## src/rtl/h14tx_island_terc4.sv

```systemverilog
// HDMI 1.4 data-island symbol generator: lead guard, TERC4 payload, trail guard.
// Optional build macro H14TX_TERC4_SYNC_INSERT_EN inserts {vsync,hsync} into lane-0 payload.
module h14tx_island_terc4 #(
  parameter int NUM_LANES = 3,
  parameter int GUARD_LEN = 2,
  parameter int MAX_DATA  = 32
) (
  input  logic                     clk,
  input  logic                     rst,
  input  logic                     start_i,
  input  logic                     hsync_i,
  input  logic                     vsync_i,
  input  logic                     data_valid_i,
  output logic                     data_ready_o,
  input  logic [NUM_LANES*4-1:0]   data_i,
  input  logic                     data_last_i,
  output logic [NUM_LANES*10-1:0]  symbol_o,
  output logic                     symbol_valid_o,
  output logic                     guard_o,
  output logic                     busy_o,
  output logic                     underrun_o,
  output logic                     overrun_o
);

  localparam int PW = $clog2(MAX_DATA + 1);
  localparam int GW = $clog2(GUARD_LEN + 1);
  localparam logic [9:0] GUARD_SYM = 10'b0100110011;

  typedef enum logic [1:0] {
    S_IDLE  = 2'd0,
    S_LEAD  = 2'd1,
    S_DATA  = 2'd2,
    S_TRAIL = 2'd3
  } state_t;

  state_t state_q, state_d;
  logic [GW-1:0] gcnt_q, gcnt_d;
  logic [PW-1:0] pcnt_q, pcnt_d;
  logic [NUM_LANES*10-1:0] symbol_q, symbol_d;
  logic valid_q, valid_d;
  logic guard_q, guard_d;
  logic under_q, under_d;
  logic over_q, over_d;

  logic [GW-1:0] gcnt_inc;
  logic [PW-1:0] pcnt_inc;
  logic          guard_done;
  logic          pcnt_max;
  logic          accept;
  logic          last_beat;
  logic [3:0]    lane0_nib;

  function automatic logic [9:0] terc4(input logic [3:0] d);
    logic [9:0] s;
    case (d)
      4'h0: s = 10'b1010011100;
      4'h1: s = 10'b1001100011;
      4'h2: s = 10'b1011100100;
      4'h3: s = 10'b1011100010;
      4'h4: s = 10'b0101110001;
      4'h5: s = 10'b0100011110;
      4'h6: s = 10'b0110001110;
      4'h7: s = 10'b0100111100;
      4'h8: s = 10'b1011001100;
      4'h9: s = 10'b0100111001;
      4'hA: s = 10'b0110011100;
      4'hB: s = 10'b1011000110;
      4'hC: s = 10'b1010001110;
      4'hD: s = 10'b1001110001;
      4'hE: s = 10'b0101100011;
      default: s = 10'b1011000011;
    endcase
    return s;
  endfunction

`ifdef H14TX_TERC4_SYNC_INSERT_EN
  assign lane0_nib = {data_i[3:2], vsync_i, hsync_i};
`else
  assign lane0_nib = data_i[3:0];
`endif

  assign data_ready_o = (state_q == S_DATA);
  assign busy_o       = (state_q != S_IDLE);
  assign accept       = data_valid_i && data_ready_o;
  assign last_beat    = accept && data_last_i;
  assign gcnt_inc     = gcnt_q + GW'(1);
  assign pcnt_inc     = pcnt_q + PW'(1);
  assign guard_done   = (gcnt_inc == GW'(GUARD_LEN));
  assign pcnt_max     = (pcnt_inc == PW'(MAX_DATA));

  // State and counter registers
  always_ff @(posedge clk or posedge rst) begin
    if (rst) begin
      state_q <= S_IDLE;
      gcnt_q  <= '0;
      pcnt_q  <= '0;
    end else begin
      state_q <= state_d;
      gcnt_q  <= gcnt_d;
      pcnt_q  <= pcnt_d;
    end
  end

  // Next-state and counter update
  always_comb begin
    state_d = state_q;
    gcnt_d  = gcnt_q;
    pcnt_d  = pcnt_q;
    unique case (state_q)
      S_IDLE: begin
        if (start_i) begin
          state_d = S_LEAD;
          gcnt_d  = '0;
        end
      end
      S_LEAD: begin
        gcnt_d = gcnt_inc;
        if (guard_done) begin
          state_d = S_DATA;
          gcnt_d  = '0;
          pcnt_d  = '0;
        end
      end
      S_DATA: begin
        pcnt_d = pcnt_inc;
        if (last_beat || pcnt_max) begin
          state_d = S_TRAIL;
          gcnt_d  = '0;
        end
      end
      S_TRAIL: begin
        gcnt_d = gcnt_inc;
        if (guard_done) begin
          state_d = S_IDLE;
          gcnt_d  = '0;
        end
      end
      default: state_d = S_IDLE;
    endcase
  end

  // Symbol and status selection for the next output cycle
  always_comb begin
    symbol_d = '0;
    valid_d  = 1'b0;
    guard_d  = 1'b0;
    under_d  = 1'b0;
    over_d   = 1'b0;
    unique case (state_q)
      S_LEAD, S_TRAIL: begin
        valid_d       = 1'b1;
        guard_d       = 1'b1;
        symbol_d[9:0] = terc4({2'b11, vsync_i, hsync_i});
        for (int n = 1; n < NUM_LANES; n++)
          symbol_d[10*n +: 10] = GUARD_SYM;
      end
      S_DATA: begin
        valid_d = 1'b1;
        over_d  = pcnt_max && !last_beat;
        if (data_valid_i) begin
          symbol_d[9:0] = terc4(lane0_nib);
          for (int n = 1; n < NUM_LANES; n++)
            symbol_d[10*n +: 10] = terc4(data_i[4*n +: 4]);
        end else begin
          under_d       = 1'b1;
          symbol_d[9:0] = terc4({2'b00, vsync_i, hsync_i});
          for (int n = 1; n < NUM_LANES; n++)
            symbol_d[10*n +: 10] = terc4(4'b0000);
        end
      end
      default: ;
    endcase
  end

  // Output register: one cycle of latency
  always_ff @(posedge clk or posedge rst) begin
    if (rst) begin
      symbol_q <= '0;
      valid_q  <= 1'b0;
      guard_q  <= 1'b0;
      under_q  <= 1'b0;
      over_q   <= 1'b0;
    end else begin
      symbol_q <= symbol_d;
      valid_q  <= valid_d;
      guard_q  <= guard_d;
      under_q  <= under_d;
      over_q   <= over_d;
    end
  end

  assign symbol_o       = symbol_q;
  assign symbol_valid_o = valid_q;
  assign guard_o        = guard_q;
  assign underrun_o     = under_q;
  assign overrun_o      = over_q;

endmodule

```

## config.mk

```make
export PLATFORM = sky130hd
export DESIGN_NAME = h14tx_island_terc4
export DESIGN_NICKNAME = d
export VERILOG_FILES = /design/src/rtl/h14tx_island_terc4.sv
export SDC_FILE = /design/constraint.sdc
export NUM_CORES = 1
export LEC_CHECK = 0
export CORE_ASPECT_RATIO = 1.1
export CORE_MARGIN = 2
export CORE_UTILIZATION = 45
export CTS_BUF_LIST = sky130_fd_sc_hd__clkbuf_2
export DETAILED_ROUTE_END_ITERATION = 8
export PLACE_DENSITY = 0.74
export SLEW_MARGIN = 25
export SYNTH_ARGS = -nofsm -noshare
export SYNTH_HDL_FRONTEND = slang
export SYNTH_SLANG_ARGS = --single-unit
```

## constraint.sdc

```tcl
create_clock -name clk -period 1.52 [get_ports clk]
set_input_delay 0.152 -clock clk [delete_from_list [all_inputs] [get_ports clk]]
set_output_delay 0.152 -clock clk [all_outputs]
set_load 0.01 [all_outputs]
```

==> flow_metrics.env, run 1 <==
export IMPL_htree_levels=2
export IMPL_timing_rr_end="state_q[1]"
export IMPL_rows=30
export IMPL_worst_path_max_fanout=3
export IMPL_clk_pin_slew_ps=230
export IMPL_r2r_setup_slack_ps=-190
export IMPL_hold_path_class="in2async"
export IMPL_die_w_um=80.2
export IMPL_rsz0062_at_grt="true"
export IMPL_cp_required_ps=1860
export IMPL_wl_per_cell_um=15.3
export IMPL_worstSetupEndpointType="flip-flop"
export IMPL_worst_path_most_repeated_cell="buf_6"
export IMPL_io_pins=55
export IMPL_synth_area_top_cells="dfrtp_1 38%, ha_1 12%, nand2_1 4.0%"
export IMPL_fin_crit_ps=1710
export IMPL_initial_core_util_pct=46.7
export IMPL_synth_top_area_share_pct=38.3
export IMPL_combPwrFrac_pct=65.2
export IMPL_grt_max_degree=45
export IMPL_setup_viol=15
export IMPL_fin_area_um2=4490
export IMPL_cts_root_buf="clkbuf_2"
export IMPL_worstSetupPathType="reg2reg"
export IMPL_fmax_ghz=0.586
export IMPL_status="complete, but fails checks"
export IMPL_p_sw_mw=2.67
export IMPL_synth_avg_cell_area_um2=9.07
export IMPL_die_area_um2=7040
export IMPL_diodes=0
export IMPL_track_usage_pct=23.7
export IMPL_synth_flop_cell="dfrtp_1"
export IMPL_synth_edf_count=0
export IMPL_finalMaxSlewViolations=0
export IMPL_cp_start_kind="flip-flop"
export IMPL_antenna_found_initial=0
export IMPL_synth_distinct_cells=57
export IMPL_clk_latency_ps=420
export IMPL_period_share_pct=112
export IMPL_drt_total_wl_um=8130
export IMPL_die_h_um=87.8
export IMPL_numClockSinks=44
export IMPL_hold_viol=0
export IMPL_slew_headroom_pct=74.4
export IMPL_clkPwrFrac_pct=9.5
export IMPL_dp_hpwl_um=5520
export IMPL_cts_buffer_depth=2
export IMPL_seqPwrFrac_pct=25.3
export IMPL_grt_pass1_vias=2756
export IMPL_slowest_delay_ps=460
export IMPL_setup_ws_ps=-185
export IMPL_max_cap_violations=0
export IMPL_cts_hold_buffers=0
export IMPL_mostFrequentLayoutCells="76 x buf_4, 43 x dfrtp_1, 27 x nand2_1"
export IMPL_final_common_cell="buf_4"
export IMPL_drt_iter0_markers=139
export IMPL_route_detailed_drc=0
export IMPL_port_buffers=54
export IMPL_numCtsBuffers=5
export IMPL_fin_nets=497
export IMPL_area_growth_pct=56.1
export IMPL_syn_inst=317
export IMPL_fillCellCount=454
export IMPL_hold_ws_ps=56.3
export IMPL_place_area_um2=4060
export IMPL_grt_pass1_wl_um=13000
export IMPL_cellLeakagePower_nw=2.35
export IMPL_cts_tree="built"
export IMPL_finalClockSkew_ps=23.1
export IMPL_arrival_ps=2050
export IMPL_internal_power_mw=4.34
export IMPL_grt_ovfl_total=0
export IMPL_slowest_stage="dfrtp_1"
export IMPL_cp_cell_sequence="buf_6, buf_6, ha_4, nor2_4, inv_2, a2bb2oi_4, o31ai_4, mux2_4"
export IMPL_stdcell_count=531
export IMPL_netSwitchingFraction_pct=38.1
export IMPL_worst_slew_pin_slew_ps=375
export IMPL_irDropWorstVdd_mv=1.00
export IMPL_drive_gt1_share_pct=30.8
export IMPL_power_mw=7.01
export IMPL_yosys_warnings=0
export IMPL_ant_nets=0
export IMPL_reg2reg_depth=8
export IMPL_ys_seq_area_share_pct=38.3
export IMPL_synth_top_cell_by_area="dfrtp_1"
export IMPL_synthesis_nets=364
export IMPL_routabilityCongestion=0.838
export IMPL_synth_cell_area_um2=2870
export IMPL_multi_input_area_um2=1830
export IMPL_num_vias=2808
export IMPL_core_um2=6160
export IMPL_ff_latch_area_um2=1100
export IMPL_placed_cells_incl_taps=507
export IMPL_worstReg2RegStart="state_q[1]"
export IMPL_firstDrtPassIters=4
export IMPL_power_density_nw_per_um2=1560
export IMPL_async_reset_ff_share_pct=100
export IMPL_ys_ff_latch=44
export IMPL_violations="negative setup slack"
export IMPL_vias_per_cell=5.29
[sequential cells by signal, indices dropped and copies added (netlist names)]
name	cells
state_q	2
overrun_o	1
pcnt_q	6
gcnt_q	2
symbol_valid_o	1
symbol_o	30
guard_o	1
underrun_o	1
[cell usage after synthesis (2+ instances only)]
| cell | n |
|---|---|
| nor3b_1 | 2 |
| o211ai_1 | 4 |
| and2_1 | 4 |
| buf_1 | 3 |
| o21a_1 | 3 |
| buf_2 | 9 |
| dfrtp_1 | 44 |
| clkbuf_1 | 7 |
| a211oi_1 | 4 |
| o31ai_1 | 6 |
| mux2i_1 | 3 |
| nor2_1 | 22 |
| o21ai_1 | 7 |
| xor2_1 | 5 |
| nand2b_1 | 12 |
| o22ai_1 | 3 |
| o21ai_0 | 23 |
| mux2_4 | 2 |
| o32ai_1 | 2 |
| nor3_1 | 4 |
| nor2b_1 | 9 |
| a22oi_1 | 2 |
| nand3b_1 | 2 |
| a22o_1 | 3 |
| a31oi_1 | 3 |
| a21oi_1 | 18 |
| nand2_1 | 31 |
| a21o_1 | 2 |
| nand3_1 | 6 |
| inv_1 | 17 |
| ha_1 | 28 |
| o211a_1 | 2 |
[critical path: cells and delay by family, from the launching register on]
kind | cells | cell delay, ps
adder cells (fa/ha/maj) | 1 | 160
AND/OR/NAND/NOR | 1 | 100
AO/OA/AOI/OAI | 2 | 270
flip-flops | 1 | 460
buffers and inverters | 3 | 330
multiplexers | 1 | 300
[through the flow]
stage | utilization [%] | setup TNS (ps) | setup WS (ps)
floorplan | - | -218 | -123
global placement | 65.9 | -3010 | -195
detailed placement | 65.9 | -4170 | -267
CTS | 70.6 | -817 | -118
global route | 72.9 | -2400 | -244
finish | 72.9 | -1320 | -185
[cell families after synthesis]
family	synth area share (%)
compound gates	22.7
xor+xnor	1.83
fa+ha+maj	12.2
buf+inv	5.22
flops	38.3
mux	2.48
simple gates	17.2
[routing by layer]
metal / wire length [um] / global-route usage, % / up-vias
li1: - / - / 1378
met4: 306 / 10.6 / 0
met2: 4180 / 41.7 / 83
met5: 0 / 0 / -
met1: 3290 / 28.4 / 1324
met3: 351 / 3.81 / 23
[repair_timing]
item	4_1_cts	5_1_grt
pin swaps	9	6
buffers inserted	13	5
gates cloned	1	0
endpoints found under the setup margin	39	50
resized for setup	52	40
[power groups by stage]
stage	Combinational (mW)	Sequential, mW	Clock (mW)
5_1_grt	4.90	1.81	0.731
3_5_place_dp	3.63	1.83	0
6_report	4.57	1.78	0.663
3_3_place_gp	3.55	1.82	0
2_1_floorplan	1.51	2.04	0
4_1_cts	4.28	1.79	0.686
[area by class of cell]
type / count / share of cell area [%]
Sequential cell: 44 / 24.6
Clock inverter: 3 / 0.948
Inverter: 18 / 1.51
Multi-Input combinational cell: 237 / 40.8
Timing Repair Buffer: 144 / 29.4
Tap cell: 80 / 2.23
Clock buffer: 5 / 0.558
[worst max-delay path by stage]
| stage | from | end |
|---|---|---|
| after floorplan | pcnt_q[1] | gcnt_q[0] |
| after global placement | data_i[1] | symbol_o[5] |
| after detailed placement | data_i[8] | symbol_o[27] |
| after CTS | state_q[1] | state_q[1] |
| after global routing | state_q[1] | state_q[1] |
| final | state_q[1] | state_q[1] |
Power figures use the tool's default switching activity.
==> inputs of run 2 (changes only) <==
- DONT_BUFFER_PORTS: default -> 1
- PLACE_DENSITY: 0.74 -> 0.63
==> flow_metrics.env, run 2 (synthesis gave the netlist of run 1 again) <==
export IMPL_die_w_um=80.2
export IMPL_cp_start_kind="flip-flop"
export IMPL_multi_input_area_um2=1820
export IMPL_timing_rr_end="state_q[1]"
export IMPL_rsz0062_at_grt="true"
export IMPL_power_density_nw_per_um2=1610
export IMPL_io_pins=55
export IMPL_ff_latch_area_um2=1100
export IMPL_core_um2=6160
export IMPL_clk_pin_slew_ps=220
export IMPL_numCtsBuffers=5
export IMPL_worstSetupPathType="reg2reg"
export IMPL_worstReg2RegStart="state_q[0]"
export IMPL_period_share_pct=106
export IMPL_vias_per_cell=5.45
export IMPL_post_route_util_pct=61.8
export IMPL_wl_per_cell_um=16.3
export IMPL_worst_slew_pin_slew_ps=764
export IMPL_crit_start="state_q[0]"
export IMPL_setup_ws_ps=-92.7
export IMPL_initial_core_util_pct=46.7
export IMPL_numClockSinks=44
export IMPL_final_common_cell="dfrtp_1"
export IMPL_antenna_found_initial=0
export IMPL_cts_buffer_depth=2
export IMPL_ant_nets=0
export IMPL_grt_pass1_vias=2313
export IMPL_routabilityCongestion=0.836
export IMPL_drive_gt1_share_pct=25.7
export IMPL_reg2reg_depth=7
export IMPL_port_buffers=0
export IMPL_cts_root_buf="clkbuf_2"
export IMPL_route_detailed_drc=0
export IMPL_fin_crit_ps=1610
export IMPL_worst_path_max_fanout=3
export IMPL_placed_cells_incl_taps=412
export IMPL_hold_path_class="in2reg"
export IMPL_worstSetupEndpointType="flip-flop"
export IMPL_finalClockSkew_ps=7.25
export IMPL_status="complete, but fails checks"
export IMPL_grt_max_degree=45
export IMPL_firstDrtPassIters=6
export IMPL_endpoint="state_q[1]"
export IMPL_irDropWorstVdd_mv=1.05
export IMPL_finalMaxSlewViolations=0
export IMPL_grt_ovfl_total=0
export IMPL_rows=30
export IMPL_cellLeakagePower_nw=1.74
export IMPL_r2r_setup_slack_ps=-90
export IMPL_drt_iter0_markers=111
export IMPL_clk_latency_ps=420
export IMPL_slew_headroom_pct=48.9
export IMPL_largest_register_ffs=30
export IMPL_diodes=0
export IMPL_htree_levels=2
export IMPL_num_vias=2495
export IMPL_area_growth_pct=32.3
export IMPL_cts_tree="built"
export IMPL_setup_viol=5
export IMPL_pre_cts_ws_ps=-126
export IMPL_dp_hpwl_um=4880
export IMPL_mostFrequentLayoutCells="42 x dfrtp_1, 36 x buf_4, 27 x nand2_1"
export IMPL_violations="negative setup slack"
export IMPL_drt_total_wl_um=7460
export IMPL_die_area_um2=7040
export IMPL_hold_viol=0
export IMPL_max_cap_violations=0
export IMPL_power_mw=6.14
export IMPL_track_usage_pct=21.0
export IMPL_fillCellCount=521
export IMPL_grt_pass1_wl_um=11400
export IMPL_fin_nets=424
export IMPL_die_h_um=87.8
export IMPL_arrival_ps=1960
export IMPL_fmax_ghz=0.620
export IMPL_cp_required_ps=1870
export IMPL_hp_start="data_i[7]"
export IMPL_stdcell_count=458
run 2: cell types whose count changed in the layout (fill, tap and decap cells not counted), moves of 2 or more:
cell / previous run / this run
buf_4: 76 / 36
dlygate4sd3_1: 0 / 23
clkdlybuf4s50_1: 20 / 0
dlymetal6s2s_1: 19 / 0
dlygate4sd2_1: 13 / 0
o21ai_0: 19 / 22
a211oi_1: 4 / 2
a211oi_2: 0 / 2
buf_6: 13 / 11
clkinv_1: 0 / 2
inv_2: 4 / 2
inv_4: 0 / 2
o21ai_1: 9 / 7
run 2: routing by layer:
| layer | up-vias | wire length [um] | share of wire (%) | global-route usage [%] |
|---|---|---|---|---|
| met5 | - | 0 | 0 | 0 |
| met4 | 0 | 119 | 1.6 | 7.86 |
| met3 | 11 | 358 | 4.8 | 5.57 |
| met2 | 66 | 3760 | 50 | 35.2 |
| met1 | 1184 | 3220 | 43 | 25.9 |
| li1 | 1234 | - | - | - |
run 2: power breakdown:
group / total, mW / leakage (nW) / switching (mW) / internal (mW)
combinational: 3.39 / 1.13 / 1.62 / 1.76
clock: 0.664 / 0.0406 / 0.388 / 0.276
sequential: 2.08 / 0.564 / 0.439 / 1.65
total: 6.14 / 1.74 / 2.45 / 3.68
run 2: stage by stage:
| stage | hold slack, ps | TNS [ps] | instance area [um2] |
|---|---|---|---|
| after floorplan | 241 | -218 | 2920 |
| after global placement | 209 | -460 | 3180 |
| after detailed placement | 213 | -1070 | 3180 |
| after CTS | -240 | -612 | 3560 |
| after global routing | -29.8 | -1100 | 3800 |
| final | 2.37 | -313 | 3800 |
run 2: worst max-delay path: stages, from the launching register on:
cell and delay, ps:
dfrtp_2 500, buf_6 130, ha_4 150, nor2_4 130, inv_2 70, a2bb2oi_4 150
o31ai_4 100, mux2_4 300
run 2: final cells by class:
class | instances | share of cell area, %
Multi-Input combinational cell | 237 | 47.7
Sequential cell | 44 | 29.0
Timing Repair Buffer | 71 | 16.9
Tap cell | 80 | 2.63
Inverter | 18 | 1.91
Clock inverter | 3 | 1.12
Clock buffer | 5 | 0.658
run 2: worst min-delay path by stage:
stage | to | slack, ps | cells after the start
after CTS | symbol_o[27] | -240 | 1
after floorplan | underrun_o | 240 | 1
final | symbol_o[15] | 2 | 3
after global placement | symbol_o[29] | 210 | 2
after global routing | state_q[0] | -30 | 3
after detailed placement | symbol_o[1] | 210 | 2
run 2: repair_timing:
item | 4_1_cts | 5_1_grt
setup buffers | 6 | 9
setup endpoints to repair | 29 | 39
cloned | 0 | 1
hold buffers | 19 | 4
hold endpoints to repair | 75 | 26
pin swaps | 6 | 12
gates resized for setup | 22 | 31
==> inputs of run 3 (changes only) <==
- CTS_CLUSTER_DIAMETER: default -> 60
==> results of run 3 <==
The final DEF is identical to that of run 2; final timing and power are the same.
